--- src/rtl/lane_striper.sv ---
// -----------------------------------------------------------------------------
// lane_striper
//
// Purpose:
//   Byte-to-lane striping stage that sits directly after packet assembly.
//   It collects NUM_LANES consecutive bytes from the serial 8-bit packet stream
//   into one symbol-time word. Byte 0 of a word lands in lane 0 and byte
//   NUM_LANES-1 lands in the highest lane. The word is then presented to the
//   per-lane scrambler/encoder stage through a registered valid/ready output.
//
// Optional feature (compile-time macro LANE_STRIPER_PAD_EN):
//   When defined, flush_i closes a partially filled word. The unused lanes are
//   filled with PAD_SYM and their K flags are set. When undefined, flush_i is
//   ignored and lane_k_o is tied to zero.
//
// Parameters:
//   NUM_LANES   link width in lanes (1, 2, 4 or 8)
//   PAD_SYM     control symbol used for padded lanes (K23.7 by default)
//
// Ports:
//   clk_i         clock, all logic on the rising edge
//   rst_i         synchronous active-high reset
//   data_i        packet byte
//   valid_i       data_i is valid
//   flush_i       close the current partial word (qualified by ready_o)
//   ready_o       stage can take a byte and/or a flush this cycle
//   lane_data_o   lane word, lane n in bits [8n+7:8n]
//   lane_k_o      per-lane control-symbol flag (set on PAD lanes)
//   lane_valid_o  lane word is valid
//   lane_ready_i  downstream accepts the lane word
// -----------------------------------------------------------------------------
module lane_striper #(
  parameter int         NUM_LANES = 4,
  parameter logic [7:0] PAD_SYM   = 8'hF7
) (
  input  logic                   clk_i,
  input  logic                   rst_i,
  input  logic [7:0]             data_i,
  input  logic                   valid_i,
  input  logic                   flush_i,
  output logic                   ready_o,
  output logic [NUM_LANES*8-1:0] lane_data_o,
  output logic [NUM_LANES-1:0]   lane_k_o,
  output logic                   lane_valid_o,
  input  logic                   lane_ready_i
);

  localparam int FILL_W = $clog2(NUM_LANES + 1);
  localparam logic [FILL_W-1:0] LAST_SLOT = FILL_W'(NUM_LANES - 1);

  // Accumulator state
  logic [NUM_LANES*8-1:0] acc_data_q;
  logic [NUM_LANES*8-1:0] acc_data_d;
  logic [FILL_W-1:0]      fill_q;
  logic [FILL_W-1:0]      fill_d;
  logic [FILL_W-1:0]      fill_inc;
  logic                   acc_full_q;
  logic                   acc_full_d;

  // Handshake and control terms
  logic out_free;
  logic load_out;
  logic byte_take;
  logic word_done;
  logic pad_do;

  // The output register can take a new word when it is empty or is being
  // drained this cycle. Because lane_ready_i feeds ready_o combinationally,
  // a full accumulator can hand over its word and accept a fresh byte in the
  // same cycle, which is what sustains one byte per clock.
  assign out_free  = !lane_valid_o || lane_ready_i;
  assign load_out  = acc_full_q && out_free;
  assign ready_o   = !acc_full_q || load_out;
  assign byte_take = valid_i && ready_o;

  // A byte written into the last slot completes the word. After a full word,
  // fill_q is already zero, so new bytes start again at slot 0 while the
  // completed word waits in the accumulator for the output register.
  assign word_done = byte_take && (fill_q == LAST_SLOT);
  assign fill_inc  = byte_take ? (fill_q + FILL_W'(1)) : fill_q;

`ifdef LANE_STRIPER_PAD_EN
  logic [NUM_LANES-1:0] acc_k_q;
  logic [NUM_LANES-1:0] acc_k_d;
  logic [FILL_W-1:0]    fill_eff;

  // Fill level after the same-cycle byte is placed. A zero here means the
  // word was just completed by data or the accumulator is empty, so there is
  // nothing to pad.
  assign fill_eff = word_done ? '0 : fill_inc;
  assign pad_do   = flush_i && ready_o && (fill_eff != '0);
`else
  logic unused_pad_inputs;

  // Flush support is compiled out; these inputs only need to be absorbed.
  assign pad_do            = 1'b0;
  assign unused_pad_inputs = ^{flush_i, PAD_SYM};
`endif

  // Next accumulator contents: the incoming byte goes into slot fill_q, then
  // a flush pads every slot from the post-byte fill level upward. The two
  // never touch the same slot because the byte slot is always below fill_eff.
  always_comb begin
    acc_data_d = acc_data_q;
`ifdef LANE_STRIPER_PAD_EN
    acc_k_d    = acc_k_q;
`endif
    for (int i = 0; i < NUM_LANES; i++) begin
      if (byte_take && (fill_q == FILL_W'(i))) begin
        acc_data_d[i*8 +: 8] = data_i;
`ifdef LANE_STRIPER_PAD_EN
        acc_k_d[i]           = 1'b0;
`endif
      end
`ifdef LANE_STRIPER_PAD_EN
      if (pad_do && (FILL_W'(i) >= fill_eff)) begin
        acc_data_d[i*8 +: 8] = PAD_SYM;
        acc_k_d[i]           = 1'b1;
      end
`endif
    end
  end

  // Fill counter and full flag. A completing byte or a pad closes the word;
  // otherwise the full flag only clears once the word has moved to the output
  // register. A word closed on the same edge as a load keeps the flag set.
  always_comb begin
    acc_full_d = acc_full_q && !load_out;
    fill_d     = fill_inc;
    if (word_done || pad_do) begin
      acc_full_d = 1'b1;
      fill_d     = '0;
    end
  end

  // Accumulator registers
  always_ff @(posedge clk_i) begin
    if (rst_i) begin
      acc_data_q <= '0;
      fill_q     <= '0;
      acc_full_q <= 1'b0;
    end else begin
      acc_data_q <= acc_data_d;
      fill_q     <= fill_d;
      acc_full_q <= acc_full_d;
    end
  end

`ifdef LANE_STRIPER_PAD_EN
  // K flags travel with the accumulator contents
  always_ff @(posedge clk_i) begin
    if (rst_i) begin
      acc_k_q <= '0;
    end else begin
      acc_k_q <= acc_k_d;
    end
  end
`endif

  // Output register. The word captured on load_out is the accumulator value
  // before this edge, so a byte written into slot 0 on the same edge belongs
  // to the next word. Data and K hold while the downstream stalls.
  always_ff @(posedge clk_i) begin
    if (rst_i) begin
      lane_data_o  <= '0;
      lane_valid_o <= 1'b0;
    end else if (load_out) begin
      lane_data_o  <= acc_data_q;
      lane_valid_o <= 1'b1;
    end else if (lane_ready_i) begin
      lane_valid_o <= 1'b0;
    end
  end

`ifdef LANE_STRIPER_PAD_EN
  // Output K flags load alongside the lane data
  always_ff @(posedge clk_i) begin
    if (rst_i) begin
      lane_k_o <= '0;
    end else if (load_out) begin
      lane_k_o <= acc_k_q;
    end
  end
`else
  assign lane_k_o = '0;
`endif

endmodule
--- config.mk ---
export PLATFORM = sky130hd
export DESIGN_NAME = lane_striper
export DESIGN_NICKNAME = d
export VERILOG_FILES = /design/src/rtl/lane_striper.sv
export SDC_FILE = /design/constraint.sdc
export NUM_CORES = 1
export LEC_CHECK = 0
export CAP_MARGIN = 25
export CORE_MARGIN = 2
export CORE_UTILIZATION = 35
export DETAILED_ROUTE_END_ITERATION = 6
export GPL_TIMING_DRIVEN = 0
export REMOVE_ABC_BUFFERS = 1
export SYNTH_ARGS = -nofsm -noshare
export SYNTH_HDL_FRONTEND = slang
export SYNTH_SLANG_ARGS = --single-unit
--- constraint.sdc ---
create_clock -name clk_i -period 2.5 [get_ports clk_i]
set_input_delay 0.5 -clock clk_i [delete_from_list [all_inputs] [get_ports clk_i]]
set_output_delay 0.5 -clock clk_i [all_outputs]
set_load 0.02 [all_outputs]
==> flow_summary.yaml <==
clocking:
  h-tree-depth: 3
  cts_tree: "built"
  cts_root_buf: "clkbuf_8"
  clockBufferDepth: 2
  clkLatencyLatePin_ns: 0.33
  cts_buffers: 9
  path_clk_slew_ns: 0.07
  cts_num_sinks: 69
  cts_setup_buffers: 0
layout:
  fin_area_um2: 3510
  area_delta_synth_final_pct: 25.1
  n_antenna_cell: 0
  drive_above_1_share_pct: 6.25
  final_nets: 351
critical_path:
  cp_data_arrival_time_ns: 1.80
  critical_path_class: "flop to primary output"
  critPathLaunchType: "flop"
  worst-path-max-fanout: 10
  r2r_slack_ns: 0.62
  worstSetupEndpointType: "primary output"
  worstPathRequired_ns: 2.00
floorplanning:
  die_h_um: 93.6
  dieArea_um2: 8760
  fp.dieW_um: 93.6
  coreArea_um2: 7770
  pin_count: 51
  num_rows: 32
  start_util_pct: 36.2
power:
  switchingPower_mw: 0.463
  seqPwrFrac_pct: 53.5
  total_power_mw: 2.12
  irDropWorstVdd_mv: 0.353
  pwr-share-clk_pct: 40.7
  power_frac_comb_pct: 5.7
  p_per_area_nw_per_um2: 603
  intPower_mw: 1.65
  p_leak_nw: 1.30
  p_sw_share_pct: 21.9
timing:
  setup_viol: 0
  relSlewSlack_pct: 36.8
  finalHoldViolations: 0
  final.setup_skew_ns: 0.00386
  rsz0062_at_grt: "false"
  tightestPinTransition_ns: 0.947
  fin_ws_ns: 0.200
  fmax_mhz: 435
  final.period_utilization_pct: 92.0
  finalCriticalPeriod_ns: 2.30
  fin_setup_tns_ns: 0
  final_max_slew_viol_count: 0
detailed_routing:
  wl_mm: 5.96
  remaining_drc_errors: 0
  drt-vias-per-instance: 4.94
  drtIter0Drc: 101
  num_vias: 2163
  routedWlPerCell_um: 13.6
  drt_pass1_iterations: 4
  antenna_left: 0
synthesis:
  synth-async-reset-ratio_pct: 0
  synthFlopType: "dfxtp_1"
  syn-cell-area_um2: 2810
  yosysWarnings: 0
  seq_area_frac_synth_pct: 49.2
  synth-seq-cells: 69
  synth_cells: 300
  ys_types: 24
  avgSynthCellArea_um2: 9.36
  synth_edf_count: 0
placement:
  pre_cts_ws_ns: -0.0537
  dpl.hpwl_mm: 3.82
  place_congestion: 0.750
  dpl_cell_area_um2: 3330
  io_buffers: 45
global_routing:
  grt_pass1_wl_mm: 9.68
  grt_overflow: 0
  grt_max_degree: 44
  track_usage_pct: 14.1
  grt_pass1_vias: 2031
  antenna_found_initial: 0
flow_run:
  cap_violations: 0
worst_hold_path:
  hold_class: "flop to flop"
status:
  status: "finished, final reports clean"
## flip-flops by register name, summed over array words and instances (netlist names)
register / cells
acc_data_q: 32
lane_data_o: 32
fill_q: 3
acc_full_q: 1
lane_valid_o: 1
## synth_stat cells (2+ instances only)
library cell   n  area share, %
a21oi_1       37            6.6
inv_1          5           0.67
nand3_1       33            5.9
mux2i_1       32             11
nand4_2        2           0.89
buf_4          4            1.1
nand2b_1      41            9.1
o21ai_0       35            6.2
buf_6          3            1.2
dfxtp_1       69             49
ha_1           5            2.2
clkbuf_1      21            2.8
or4_1          2           0.53
## logic make-up after synthesis
logic type | count (synthesis) | synth area share [%]
simple gates | 85 | 18.0
compound gates | 72 | 12.8
flops | 69 | 49.2
buf+inv | 36 | 6.19
mux | 32 | 11.4
fa+ha+maj | 5 | 2.23
other cells | 1 | 0.134
## layout make-up
cell class / instances / area [um2]
fill: 776 / 4250
sequential: 69 / 1380
multi-input combinational: 198 / 1270
timing repair buffer: 49 / 534
clock buffer: 12 / 145
tap: 102 / 128
clock inverter: 2 / 35.0
inverter: 6 / 22.5
## timing repair
item,4_1_cts,5_1_grt
setup endpoints to repair,1,0
hold buffers,0,0
resized for setup,1,0
## stage by stage
stage	util [%]	std cells	hold slack, ns
2_1_floorplan	-	273	0.438
3_3_place_gp	41.8	420	0.457
3_5_place_dp	42.9	424	0.460
4_1_cts	45.2	438	0.471
5_1_grt	45.2	438	0.486
6_report	45.2	438	0.463
## metal layers
| metal | track usage [%] | up-vias | routed length (um) |
|---|---|---|---|
| met5 | 0 | - | 0 |
| met4 | 6.88 | 0 | 107 |
| met3 | 2.82 | 8 | 217 |
| met2 | 21.8 | 35 | 2730 |
| met1 | 18.9 | 1031 | 2910 |
| li1 | - | 1089 | - |
## power groups by stage
stage	logic, mW	registers (mW)	clock network, mW
after floorplan	0.0684	1.16	0
after global placement	0.118	1.16	0
after detailed placement	0.122	1.16	0
after CTS	0.123	1.13	0.891
after global routing	0.133	1.14	0.926
final	0.121	1.13	0.862
## worst paths after layout
check	from	to	depth (start not counted)
worst min-delay path	acc_data_q[10]$_SDFFE_PP0P_	lane_data_o[10]$_SDFFE_PP0P_	2
worst max-delay path	acc_full_q$_SDFF_PP0_	ready_o	3
worst max register to register	acc_full_q$_SDFF_PP0_	lane_data_o[22]$_SDFFE_PP0P_	4
worst min register to register	acc_data_q[10]$_SDFFE_PP0P_	lane_data_o[10]$_SDFFE_PP0P_	2
## cells in the final DEF (no fill, tap or decap), types with 5 or more instances in the layout
| cell type | synthesis | final |
|---|---|---|
| inv_1 | 5 | 5 |
| a21oi_1 | 37 | 37 |
| clkdlybuf4s50_1 | 0 | 43 |
| mux2i_1 | 32 | 32 |
| nand2b_1 | 41 | 41 |
| nand3_1 | 33 | 33 |
| o21ai_0 | 35 | 35 |
| dfxtp_1 | 69 | 69 |
| clkbuf_8 | 0 | 10 |
| ha_1 | 5 | 5 |
## critical path, cell delays in order, from the launching register on
cell and delay (ns):
dfxtp_1 0.62, and3b_1 0.38, inv_2 0.12, dlygate4sd2_1 0.34
Note: power is estimated with default switching activity, not from simulation.
==> RTL edit: new RTL, config.mk and constraints unchanged <==
The parameter `NUM_LANES` goes from 4 to 2. Comments in the files are not updated.
--- a/src/rtl/lane_striper.sv
+++ b/src/rtl/lane_striper.sv
@@ -31,5 +31,5 @@
 // -----------------------------------------------------------------------------
 module lane_striper #(
-  parameter int         NUM_LANES = 4,
+  parameter int         NUM_LANES = 2,
   parameter logic [7:0] PAD_SYM   = 8'hF7
 ) (
Ports: changed (resized lane_data_o and lane_k_o); port bits go from 51 to 33. The function was not compared with the original's and may differ.
==> RTL edit against the unedited design <==
Worst hold slack improved by 0.0027 ns; routed wire length fell by 47%; final area fell by 46%; worst setup slack got worse by 0.0023 ns; utilization rose by 1.5 points; maximum frequency barely moved; total power fell by 46%; sequential cell count fell by 33; cell count fell by 46%; sequential power fell by 46%; critical path depth did not move; register-to-register slack improved by 0.53 ns; area after synthesis fell by 46%; largest cell class unchanged.
==> RTL edit: results (changes against the unedited design) <==
The flop-to-flop setup slack was 1.15 ns (was 0.62 ns). The switching power summed over all nets came out at 0.279 mW (was 0.463 mW). The count of buffers inserted at the top-level ports is 29 (was 45). The slowest cell on the critical path is sky130_fd_sc_hd__clkdlybuf4s50_1 (was sky130_fd_sc_hd__dfxtp_1).

The compound-gate portion of the synthesized area came out at 12.4% (was 12.8%). The pin count of the biggest net entering global routing is 32 (was 44). The number of nets in the final layout came out at 199 (was 351). The post-route clock skew came out at 0.00556 ns (was 0.00386 ns). The first-pass GRT wire length is 5510 um (was 9680 um). The maximum operating frequency was 0.434 GHz (was 0.435 GHz). The worst-case reg-to-reg path depth is 3 (was 4). The family of cells with the greatest summed delay on the critical path is buffers and inverters (was flip-flops). The critical-path maximum fanout is 9 (was 10). The wire length reported by the detailed router came out at 3160 um (was 5960 um). The via total after detailed routing is 1176 (was 2163). The last weighted congestion value of the routability-driven placer came out at 0.799 (was 0.750).

The ratio of cells with drive above 1 in the final layout was 8.11% (was 6.25%). The clock insertion delay at the later pin of the skew report is 0.29 ns (was 0.33 ns). Registers with the highest flip-flop counts: acc_data_q: 16 flops, lane_data_o: 16 flops, fill_q: 2 flops (was acc_data_q: 32 flops, lane_data_o: 32 flops, fill_q: 3 flops). The hold path startpoint is acc_data_q[4] (was acc_data_q[10]). The detailed router's first-iteration violation count came to 39 (was 101). The placed cell area was 1810 um^2 (was 3330 um^2). The worst setup path startpoint was lane_ready_i (was acc_full_q). The worst supply voltage drop on vdd is 0.352 mV (was 0.353 mV). The adder-cell area share of the yosys netlist was 1.66% (was 2.23%). Leading cell types by total area after synthesis: sky130_fd_sc_hd__dfxtp_1 48%, sky130_fd_sc_hd__mux2i_1 11%, sky130_fd_sc_hd__nand2b_1 10% (was sky130_fd_sc_hd__dfxtp_1 49%, sky130_fd_sc_hd__mux2i_1 11%, sky130_fd_sc_hd__nand2b_1 9.1%). The aggregate global-route resource usage is 14.1% (about the same). The number of clock buffers inserted by TritonCTS is 5 (was 9). The total number of H-tree levels was 2 (was 3). The multiplexer share of the synthesized area was 10.6% (was 11.4%). The count of cell types in the netlist came out at 23 (was 24). The proportion of synthesized chip area in sequential cells came to 47.7% (was 49.2%).

The static leakage was 0.717 nW (was 1.30 nW). The number of warning messages in the yosys log is 0 (unchanged). The HPWL after detailed placement came to 2080 um (was 3820 um). The core utilization of the finished layout is 46.7% (was 45.2%). The worst hold margin is 0.466 ns (was 0.463 ns). Synth cell count leaders: 36 x sky130_fd_sc_hd__dfxtp_1, 25 x sky130_fd_sc_hd__nand2b_1, 19 x sky130_fd_sc_hd__nand3_1 (was 69 x sky130_fd_sc_hd__dfxtp_1, 41 x sky130_fd_sc_hd__nand2b_1, 37 x sky130_fd_sc_hd__a21oi_1). The measured slew at the worst slew-check pin is 0.708 ns (was 0.947 ns). Run status: finished clean (unchanged). The number of nets with antenna violations after routing was 0 (unchanged).
[RTL edit: cell count changes in the layout (fill, tap and decap cells not counted), moves of 3 or more]
cell                              delta
sky130_fd_sc_hd__dfxtp_1            -34
sky130_fd_sc_hd__a21oi_1            -19
sky130_fd_sc_hd__o21ai_0            -19
sky130_fd_sc_hd__mux2i_1            -16
sky130_fd_sc_hd__nand2b_1           -16
sky130_fd_sc_hd__clkdlybuf4s50_1    -14
sky130_fd_sc_hd__nand3_1            -14
sky130_fd_sc_hd__clkbuf_8            -4
sky130_fd_sc_hd__ha_1                -3
sky130_fd_sc_hd__inv_1               -3
[RTL edit: path summary, 6_finish.rpt]
check / end
worst min register to register: lane_data_o[4]
worst max register to register: acc_data_q[5]
worst max-delay path: ready_o
worst min-delay path: lane_data_o[4]
[RTL edit: logic make-up after synthesis]
kind of cell    count (synthesis)
simple gates                   52
mux                            16
buf+inv                        17
compound gates                 36
flops                          36
other cells                     1
fa+ha+maj                       2
[RTL edit: power groups by stage]
| stage | Sequential (mW) | Clock, mW | Combinational (mW) |
|---|---|---|---|
| after floorplan | 0.623 | 0 | 0.0624 |
| after global placement | 0.623 | 0 | 0.107 |
| after detailed placement | 0.624 | 0 | 0.115 |
| after CTS | 0.611 | 0.438 | 0.115 |
| after global routing | 0.613 | 0.457 | 0.126 |
| final | 0.611 | 0.428 | 0.114 |
[RTL edit: worst reg2reg max path, delay by kind of cell (launching register included)]
| family | cells | cell delay (ns) |
|---|---|---|
| muxes | 1 | 0.23 |
| and+or+nand+nor | 2 | 0.47 |
| DFF | 1 | 0.59 |
[RTL edit: metrics by stage]
stage | std cells | power, mW
6_report | 235 | 1.15
5_1_grt | 235 | 1.20
4_1_cts | 235 | 1.16
3_5_place_dp | 227 | 0.739
3_3_place_gp | 226 | 0.730
2_1_floorplan | 147 | 0.685
[RTL edit: per-layer routing]
layer | vias to the layer above | global-route usage (%) | part of all wire [%]
met2 | 21 | 22.6 | 46
met5 | - | 0 | 0
met3 | 5 | 4.07 | 4.4
met1 | 557 | 17.6 | 48
met4 | 0 | 5.77 | 1.6
li1 | 593 | - | -
[RTL edit: layout make-up]
type,count,area share [%]
clock buffer,6,4.33
clock inverter,2,0.525
inverter,3,0.590
multi-input combinational,108,36.8
sequential,36,37.8
tap,50,3.28
timing repair buffer,30,16.7
[RTL edit: repair_timing]
item | 4_1_cts | 5_1_grt
endpoints found under the setup margin | 0 | 1
resized for setup | 0 | 1
buffers inserted | 0 | 0
